[src/rtl/cdb_arbiter.sv]
// -----------------------------------------------------------------------------
// cdb_arbiter
//
// Purpose:
//   Shares the single Common Data Bus (CDB) between the functional-unit
//   requesters (ALU reservation station, load unit, branch unit, ...).
//   Each cycle one requester is granted combinationally using a round-robin
//   pointer; on the following clock edge the winner's ROB tag and result are
//   registered onto the CDB for reservation-station wakeup and ROB writeback.
//   Requester 0 is the ALU reservation station and takes its cdb_grant from
//   grant[0].
//
// Optional feature (compile-time macro CDB_STARVE_EN):
//   Defined     - every requester has a saturating wait counter; a requester
//                 whose counter reaches MAX_WAIT is flagged in 'starved' and
//                 the lowest-index starved requester overrides round-robin.
//   Not defined - pure round-robin, 'starved' tied to zero.
//
// Parameters:
//   NREQ      number of requesters (2..8)
//   TAG_W     ROB tag width
//   DATA_W    result width
//   MAX_WAIT  starvation threshold in cycles (only with CDB_STARVE_EN)
//
// Ports:
//   clk         rising-edge clock
//   rst         asynchronous reset, active-low
//   mispredict  flush: drop all in-flight broadcasts, clear wait counters
//   bus_en      CDB may accept a new broadcast this cycle
//   req         requester i holds a result ready for broadcast
//   req_tag     ROB tag of requester i in slice [i*TAG_W +: TAG_W]
//   req_data    result of requester i in slice [i*DATA_W +: DATA_W]
//   grant       one-hot combinational grant, same cycle as req
//   cdb_valid   registered broadcast valid
//   cdb_tag     registered broadcast tag
//   cdb_data    registered broadcast data
//   starved     requester i is at MAX_WAIT (zero when feature compiled out)
// -----------------------------------------------------------------------------
module cdb_arbiter #(
  parameter int NREQ     = 4,
  parameter int TAG_W    = 4,
  parameter int DATA_W   = 32,
  parameter int MAX_WAIT = 7
) (
  input  logic                     clk,
  input  logic                     rst,
  input  logic                     mispredict,
  input  logic                     bus_en,
  input  logic [NREQ-1:0]          req,
  input  logic [NREQ*TAG_W-1:0]    req_tag,
  input  logic [NREQ*DATA_W-1:0]   req_data,
  output logic [NREQ-1:0]          grant,
  output logic                     cdb_valid,
  output logic [TAG_W-1:0]         cdb_tag,
  output logic [DATA_W-1:0]        cdb_data,
  output logic [NREQ-1:0]          starved
);

  localparam int PTR_W = (NREQ > 1) ? $clog2(NREQ) : 1;

  // Reject configurations the pointer arithmetic and counters are not sized for.
  if (NREQ < 2 || NREQ > 8 || MAX_WAIT < 1) begin : gBadParams
    $error("cdb_arbiter: unsupported parameter values");
  end

  logic [PTR_W-1:0]  r_rrPtr;
  logic              r_cdbValid;
  logic [TAG_W-1:0]  r_cdbTag;
  logic [DATA_W-1:0] r_cdbData;

  logic              w_rrFound;
  logic [PTR_W-1:0]  w_rrIdx;
  logic              w_selFound;
  logic [PTR_W-1:0]  w_selIdx;
  logic              w_grantEn;
  logic              w_winValid;

  // Grants are suppressed while in reset, while the bus is busy, and on a flush.
  assign w_grantEn = rst & bus_en & ~mispredict;

  // Round-robin scan: first set request at or above the pointer, wrapping.
  always_comb begin
    int idx;
    idx       = 0;
    w_rrFound = 1'b0;
    w_rrIdx   = '0;
    for (int k = 0; k < NREQ; k++) begin
      idx = int'(r_rrPtr) + k;
      if (idx >= NREQ) begin
        idx = idx - NREQ;
      end
      if (!w_rrFound && req[idx]) begin
        w_rrFound = 1'b1;
        w_rrIdx   = PTR_W'(idx);
      end
    end
  end

`ifdef CDB_STARVE_EN
  localparam int CNT_W = $clog2(MAX_WAIT + 1);

  logic [CNT_W-1:0] r_waitCnt [NREQ];
  logic [NREQ-1:0]  w_starved;
  logic             w_stFound;
  logic [PTR_W-1:0] w_stIdx;

  always_comb begin
    w_starved = '0;
    for (int i = 0; i < NREQ; i++) begin
      w_starved[i] = (r_waitCnt[i] == CNT_W'(MAX_WAIT));
    end
  end

  // A starved requester only wins while it is still requesting, so a grant
  // never lands on an idle requester.
  always_comb begin
    w_stFound = 1'b0;
    w_stIdx   = '0;
    for (int i = 0; i < NREQ; i++) begin
      if (!w_stFound && w_starved[i] && req[i]) begin
        w_stFound = 1'b1;
        w_stIdx   = PTR_W'(i);
      end
    end
  end

  assign w_selFound = w_stFound | w_rrFound;
  assign w_selIdx   = w_stFound ? w_stIdx : w_rrIdx;
  assign starved    = w_starved;

  // Counters advance on every losing edge (including bus_en=0 edges) and
  // saturate; a flush wipes all waiting history.
  always_ff @(posedge clk or negedge rst) begin
    if (!rst) begin
      for (int i = 0; i < NREQ; i++) begin
        r_waitCnt[i] <= '0;
      end
    end else if (mispredict) begin
      for (int i = 0; i < NREQ; i++) begin
        r_waitCnt[i] <= '0;
      end
    end else begin
      for (int i = 0; i < NREQ; i++) begin
        if (req[i] && !grant[i]) begin
          if (r_waitCnt[i] != CNT_W'(MAX_WAIT)) begin
            r_waitCnt[i] <= r_waitCnt[i] + 1'b1;
          end
        end else begin
          r_waitCnt[i] <= '0;
        end
      end
    end
  end
`else
  assign w_selFound = w_rrFound;
  assign w_selIdx   = w_rrIdx;
  assign starved    = '0;
`endif

  // One-hot grant decode from the selected winner.
  always_comb begin
    grant      = '0;
    w_winValid = 1'b0;
    if (w_grantEn && w_selFound) begin
      grant[w_selIdx] = 1'b1;
      w_winValid      = 1'b1;
    end
  end

  // Broadcast register and round-robin pointer. Tag and data hold when idle
  // so consumers see stable values even with cdb_valid low.
  always_ff @(posedge clk or negedge rst) begin
    if (!rst) begin
      r_cdbValid <= 1'b0;
      r_cdbTag   <= '0;
      r_cdbData  <= '0;
      r_rrPtr    <= '0;
    end else if (w_winValid) begin
      r_cdbValid <= 1'b1;
      r_cdbTag   <= req_tag[w_selIdx*TAG_W +: TAG_W];
      r_cdbData  <= req_data[w_selIdx*DATA_W +: DATA_W];
      r_rrPtr    <= (w_selIdx == PTR_W'(NREQ - 1)) ? '0 : w_selIdx + 1'b1;
    end else begin
      r_cdbValid <= 1'b0;
    end
  end

  assign cdb_valid = r_cdbValid;
  assign cdb_tag   = r_cdbTag;
  assign cdb_data  = r_cdbData;

endmodule

[config.mk]
export PLATFORM = sky130hd
export DESIGN_NAME = cdb_arbiter
export DESIGN_NICKNAME = d
export VERILOG_FILES = /design/src/rtl/cdb_arbiter.sv
export SDC_FILE = /design/constraint.sdc
export NUM_CORES = 1
export LEC_CHECK = 0
export ABC_CLOCK_PERIOD_IN_PS = 2300
export BUFFER_PORTS_ARGS = -buffer_cell sky130_fd_sc_hd__buf_2
export CELL_PAD_IN_SITES_DETAIL_PLACEMENT = 1
export CELL_PAD_IN_SITES_GLOBAL_PLACEMENT = 2
export CORE_MARGIN = 4
export CORE_UTILIZATION = 23
export CTS_CLUSTER_DIAMETER = 30
export DETAILED_ROUTE_END_ITERATION = 8
export PLACE_DENSITY_LB_ADDON = 0.1
export SKIP_LAST_GASP = 1
export SLEW_MARGIN = 30
export SYNTH_ARGS = -nofsm -noshare
export SYNTH_HDL_FRONTEND = slang
export SYNTH_SLANG_ARGS = --single-unit
[constraint.sdc]
create_clock -name clk -period 2.3 [get_ports clk]
set_clock_uncertainty 0.15 [all_clocks]
set_input_delay 0.46 -clock clk [delete_from_list [all_inputs] [get_ports clk]]
set_output_delay 0.46 -clock clk [all_outputs]
set_load 0.05 [all_outputs]
## Word-level counts from Yosys, hierarchy flattened

Index checks and enable logic that the tools add are counted.
Widths: inputs -> output; s select.

| storage, ports and cells | value |
|---|---|
| output and inout bits | 45 |
| register bits after elaboration | 39 |
| input port bits | 152 |
| logic and storage cells | 66 |

| operators by class | value |
|---|---|
| reductions and logical operators | 8 |
| add/subtract/negate cells | 8 |
| eq/ne operators | 1 |
| shifts and indexed selects | 2 |
| mux-type cells | 30 |
| bitwise gates (word level) | 3 |
| magnitude comparators | 10 |

Operator list:

| kind | number |
|---|---|
| $lt 32x4->1 const B | 4 |
| $mux 32 | 4 |
| $shiftx 128x8->32 | 1 |
| $shiftx 16x5->4 | 1 |
| $mux 1 | 15 |
| $sub 3x3->4 const B | 3 |
| $mux 2 | 5 |
| $ge 3x3->1 const B | 3 |
| $bmux 1 s2 | 4 |
| $add 2x2->3 const B | 2 |
| $logic_and 1x1->1 | 5 |
| $mux 4 | 1 |
| $sub 2x3->4 const B | 1 |
| $add 2x1->3 const B | 1 |
| $ge 2x3->1 const B | 1 |
| $logic_not 1->1 | 3 |
| $lt 2x3->1 const B | 1 |
| $add 2x1->2 const B | 1 |
| $and 1x1->1 | 2 |
| $demux 1 s2 | 1 |
| $eq 2x2->1 const B | 1 |
| $ge 2x1->1 const B | 1 |
| $not 1->1 | 1 |

## Depth between registers and ports, before layout

| depth | value |
|---|---|
| depth in word-level cells | 20 |
| gate-level depth with buffers | 9 |
| gate-level depth less buffers | 6 |

## Least setup slack after synthesis

OpenSTA, ideal clock, no wires.

| path | value |
|---|---|
| path type | input to output |
| start point | in req[0] |
| end point | out grant[1] |
| arrival time | 1980 ps |
| required time | 1690 ps |
| path buffers | 1 |
| setup slack | -290 ps |
| stages on the path | 6 |
| cells stage by stage | nor2b_1 a211o_1 a21oi_4 nand2_4 buf_2 nor2_1 |

| on the way | value |
|---|---|
| longest elaborated chain between the ends | 18 |
| elaborated cells between the ends (all ways) | 33 |
| classes of those cells | 2 x order compare; 23 x mux; 8 x reduce/logical |

Ends and longest elaborated chain:

| item | RTL line | text |
|---|---|---|
| start: declaration | 49 | `input logic [NREQ-1:0] req,` |
| $bmux 1 s2 | 92 | `if (!w_rrFound && req[idx]) begin` |
| $mux 1 (not written as such) (2 in a row) | 92 |  |
| $mux 1 | 92 |  |
| $logic_not 1->1 | 92 |  |
| $logic_and 1x1->1 | 92 |  |
| $mux 1 | 92 |  |
| $logic_not 1->1 | 92 |  |
| $logic_and 1x1->1 | 92 |  |
| $mux 1 | 92 |  |
| $logic_not 1->1 | 92 |  |
| $logic_and 1x1->1 | 92 |  |
| $mux 2 | 92 |  |
| $lt 2x3->1 (not written as such) / $ge 2x1->1 (equally long branches) | 165 | `grant[w_selIdx] = 1'b1;` |
| $logic_and 1x1->1 (not written as such) | 165 |  |
| $mux 1 (not written as such) | 165 |  |
| $demux 1 s2 | 165 |  |
| $mux 4 (*) | 164 | `if (w_grantEn && w_selFound) begin` |
| end: declaration | 52 | `output logic [NREQ-1:0] grant,` |

Every way passes the cells marked *; elsewhere a longest branch is shown, timed or not. The select of a mux whose other input is x is not followed.

## Worst setup path after layout

| path | value |
|---|---|
| start point | reg r_rrPtr[0] |
| end point | out grant[3] |

| on the way | value |
|---|---|
| longest elaborated chain between the ends | 20 |
| elaborated cells between the ends (all ways) | 48 |
| classes of those cells | 7 x add/sub; 6 x order compare; 27 x mux; 8 x reduce/logical |

Ends and longest elaborated chain:

| item | RTL line | text |
|---|---|---|
| start: declaration | 66 | `logic [PTR_W-1:0] r_rrPtr;` |
| start signal: assignment | 182 | `r_rrPtr <= (w_selIdx == PTR_W'(NREQ - 1)) ? '0 : w_selIdx + 1'b1;` |
| parallel branches: the longest is 19 deep, another holds $sub 3x3->4 | - |  |
| $mux 4 (*) | 164 |  |

Mark *: on every way between the ends. The select of a mux whose other input is x is not followed.

==> flow_metrics.py <==
metrics = {
    "setup_path": {
        "worstPathRequired_ns": 1.69,
        "endpoint_kind": "primary output",
        "crit_fanout": 3,
        "cell_with_the_largest_stage_delay_on_the_worst_path": "dfrtp_1",
        "crit_path_start_kind": "flip-flop",
        "crit_chain": "buf_4, o221ai_2, a21oi_4, ha_1, and2_2, buf_8",
        "path_class": "reg2out",
        "critical_path.top_delay_family": "flip-flops",
        "worstPathArrival_ns": 1.68,
        "critical_path_s_largest_stage_delay_ns": 0.39,
        "critical_path.n_buffers_inverters": 2,
    },
    "place": {
        "post-place-ws_ns": -0.0439,
        "port_buffers": 192,
        "postPlaceCellArea_mm2": 0.00380,
        "detailedPlacementHpwl_um": 7550,
        "routabilityCongestion": 0.762,
        "placed_cells": 567,
    },
    "logic_synthesis": {
        "synth_edf_count": 0,
        "synth_compound_area_share_pct": 18.9,
        "synthAdderAreaFrac_pct": 0.462,
        "synthTopCellsByArea": "dfrtp_1, mux2i_1, o221ai_2",
        "ys_dominant_reg_cell": "dfrtp_1",
        "yosys.area_share.xor_xnor_pct": 0,
        "synth_simple_gate_area_share_pct": 7.86,
        "ys_async_sr_fraction_pct": 100,
        "multiplexer_area_fraction_after_synthesis_pct": 26.6,
        "netlist.area_leader.share_pct": 36.1,
        "synth_seq_cells": 39,
        "post_synth.cell_area_avg_um2": 11.4,
        "synth_warnings": 0,
        "synth_cells": 237,
        "synth_cell_types": 30,
        "combinational_family_with_the_most_area_after_synthesis": "multiplexers",
        "ys_seq_area_share_pct": 36.1,
        "syn-cell-area_mm2": 0.00271,
        "synth_top_area_cell": "dfrtp_1",
    },
    "layout": {
        "layout.cells.most_common_list": "buf_2, mux2i_1, nand2_1",
        "num-fill-cells": 1373,
        "final_cell_area_mm2": 0.00406,
        "layout_commonest_cell": "buf_2",
        "area_growth_syn_to_layout_pct": 50.0,
        "antenna-diode-count": 0,
        "layout.cells.non_filler": 580,
        "number_of_nets_in_the_layout": 589,
        "proportion_of_layout_cells_with_a_drive_suffix_above_1_pct": 58.8,
    },
    "cts": {
        "post_cts_hold_buffer_count": 0,
        "clkSinkCount": 39,
        "numCtsBuffers": 5,
        "cts-htree-levels": 2,
        "cts-root-to-sink-buffers": 2,
        "cts.root.buffer_cell": "clkbuf_16",
        "clk_transition_reported_paths_ns": 0.06,
        "clock_insertion_delay_worst_skew_ns": 0.28,
        "clock_tree_from_tritoncts": "yes",
    },
    "route": {
        "route.detailed.vias_per_inst": 4.59,
        "routed_wl_um": 9690,
        "vias": 2660,
        "firstDrtPassIters": 4,
        "remaining_antenna_violation_count_after_routing": 0,
        "drt_iter0_markers": 41,
        "route.detailed.drc": 0,
        "drt-wirelength-per-cell_um": 16.7,
    },
    "timing": {
        "timing.final.crit_period_ns": 2.29,
        "final_min_period_over_clock_period_pct": 99.4,
        "relSlewSlack_pct": 63.7,
        "report.final.slew_viol_count": 0,
        "setup-tns-final_ns": 0,
        "setup_slack_ns": 0.0147,
        "final-setup-viol-count": 0,
        "worst_hold_slack_ns": 0.203,
        "maxClockFrequency_ghz": 0.438,
        "hold_viol_final": 0,
        "grt_setup_unrepaired": "true",
        "actual_slew_at_the_worst_max_slew_pin_ns": 0.544,
    },
    "pwr": {
        "vdd.ir_drop.worst_mv": 0.491,
        "powerDensity_mw_per_mm2": 1200,
        "leakage_power_of_the_design_nw": 2.14,
    },
    "global_route": {
        "global_route_wire_length_before_repair_um": 14100,
        "grt_overflow": 0,
        "grt_antenna_before_repair": 0,
        "first_global_vias": 2721,
        "grt_usage_pct": 13.4,
        "grt_start_max_net_pins": 40,
    },
    "floorplanning": {
        "die_x_um": 116,
        "std_cell_core_area_mm2": 0.0115,
        "rows": 39,
        "starting_density_of_the_core_pct": 23.6,
        "ioPinCount": 197,
        "die_y_um": 116,
        "die_outline_area_mm2": 0.0136,
    },
    "job": {
        "cap_violations": 0,
    },
    "run_status": {
        "status": "finished, final reports clean",
    },
    "worst_hold_path": {
        "hp-class": "in2async",
    },
}
[cells by family after synthesis]
kind of cell / count (synthesis)
AO/OA/AOI/OAI: 44
adder cells (fa/ha/maj): 1
buffers and inverters: 29
flip-flops: 39
multiplexers: 72
other: 1
AND/OR/NAND/NOR: 51
[per-stage QoR]
step | total power (W) | util, %
2_1_floorplan | 0.00336 | -
3_3_place_gp | 0.00400 | 33.2
3_5_place_dp | 0.00404 | 33.2
4_1_cts | 0.00495 | 35.2
5_1_grt | 0.00518 | 35.4
6_report | 0.00487 | 35.4
[layer usage]
layer | track usage [%] | vias to the layer above | share of wire, %
li1 | - | 1281 | -
met3 | 3.42 | 6 | 8.7
met2 | 24.4 | 113 | 51
met5 | 0 | - | 0
met4 | 3.56 | 0 | 1.1
met1 | 15.7 | 1260 | 39
[what timing repair did]
item	in CTS	in global routing
setup endpoints to repair	4	4
buffers inserted	3	2
gates resized for setup	11	2
pin swaps	3	2
[synth_stat cells (all sizes together) (2+ instances only)]
cell type	instances
buf	19
o221ai	37
mux2i	72
nor2	5
nand2	42
clkbuf	4
dfrtp	39
inv	5
a21oi	2
[worst register-to-register path: cells and delay by family (launching register included)]
kind / cells / cell delay (ns)
AO/OA/AOI/OAI: 4 / 0.64
multiplexers: 1 / 0.31
flip-flops: 1 / 0.43
buffers and inverters: 4 / 0.51
[path summary, 6_finish.rpt]
| kind | from | to | slack, ns | cells after the start |
|---|---|---|---|---|
| max | r_rrPtr[0]$_DFFE_PN0P_ | grant[3] | 0.01 | 6 |
| min | rst | cdb_data[27]$_DFFE_PN0P_ | 0.20 | 2 |
| max reg2reg | r_rrPtr[1]$_DFFE_PN0P_ | cdb_tag[3]$_DFFE_PN0P_ | 0.12 | 9 |
| min reg2reg | cdb_data[9]$_DFFE_PN0P_ | cdb_data[9]$_DFFE_PN0P_ | 0.33 | 2 |
| max in group asynchronous | rst | r_rrPtr[1]$_DFFE_PN0P_ | 1.39 | 2 |
| min in group clk | cdb_data[9]$_DFFE_PN0P_ | cdb_data[9]$_DFFE_PN0P_ | 0.33 | 2 |
[area by class of cell]
cell class	count	area [µm²]	share of cell area (%)
multi-input cells	172	1520	37.4
well taps	143	179	4.41
flip-flops and latches	39	977	24.1
repair buffers	213	1190	29.4
clock inverters	2	35.0	0.863
clock buffers	6	139	3.42
inverters	5	18.8	0.462
[state kept, by name, indices dropped and copies added, names as in the netlist]
name / cells
cdb_tag: 4
r_rrPtr: 2
cdb_valid: 1
cdb_data: 32
[report_power, final]
| group | internal, W | leakage, nW | switching [W] |
|---|---|---|---|
| Clock | 0.000540 | 0.0868 | 0.000282 |
| Sequential | 0.000983 | 0.485 | 0.000157 |
| Combinational | 0.000998 | 1.57 | 0.00191 |
No activity file was read; power rests on OpenSTA's default activity.
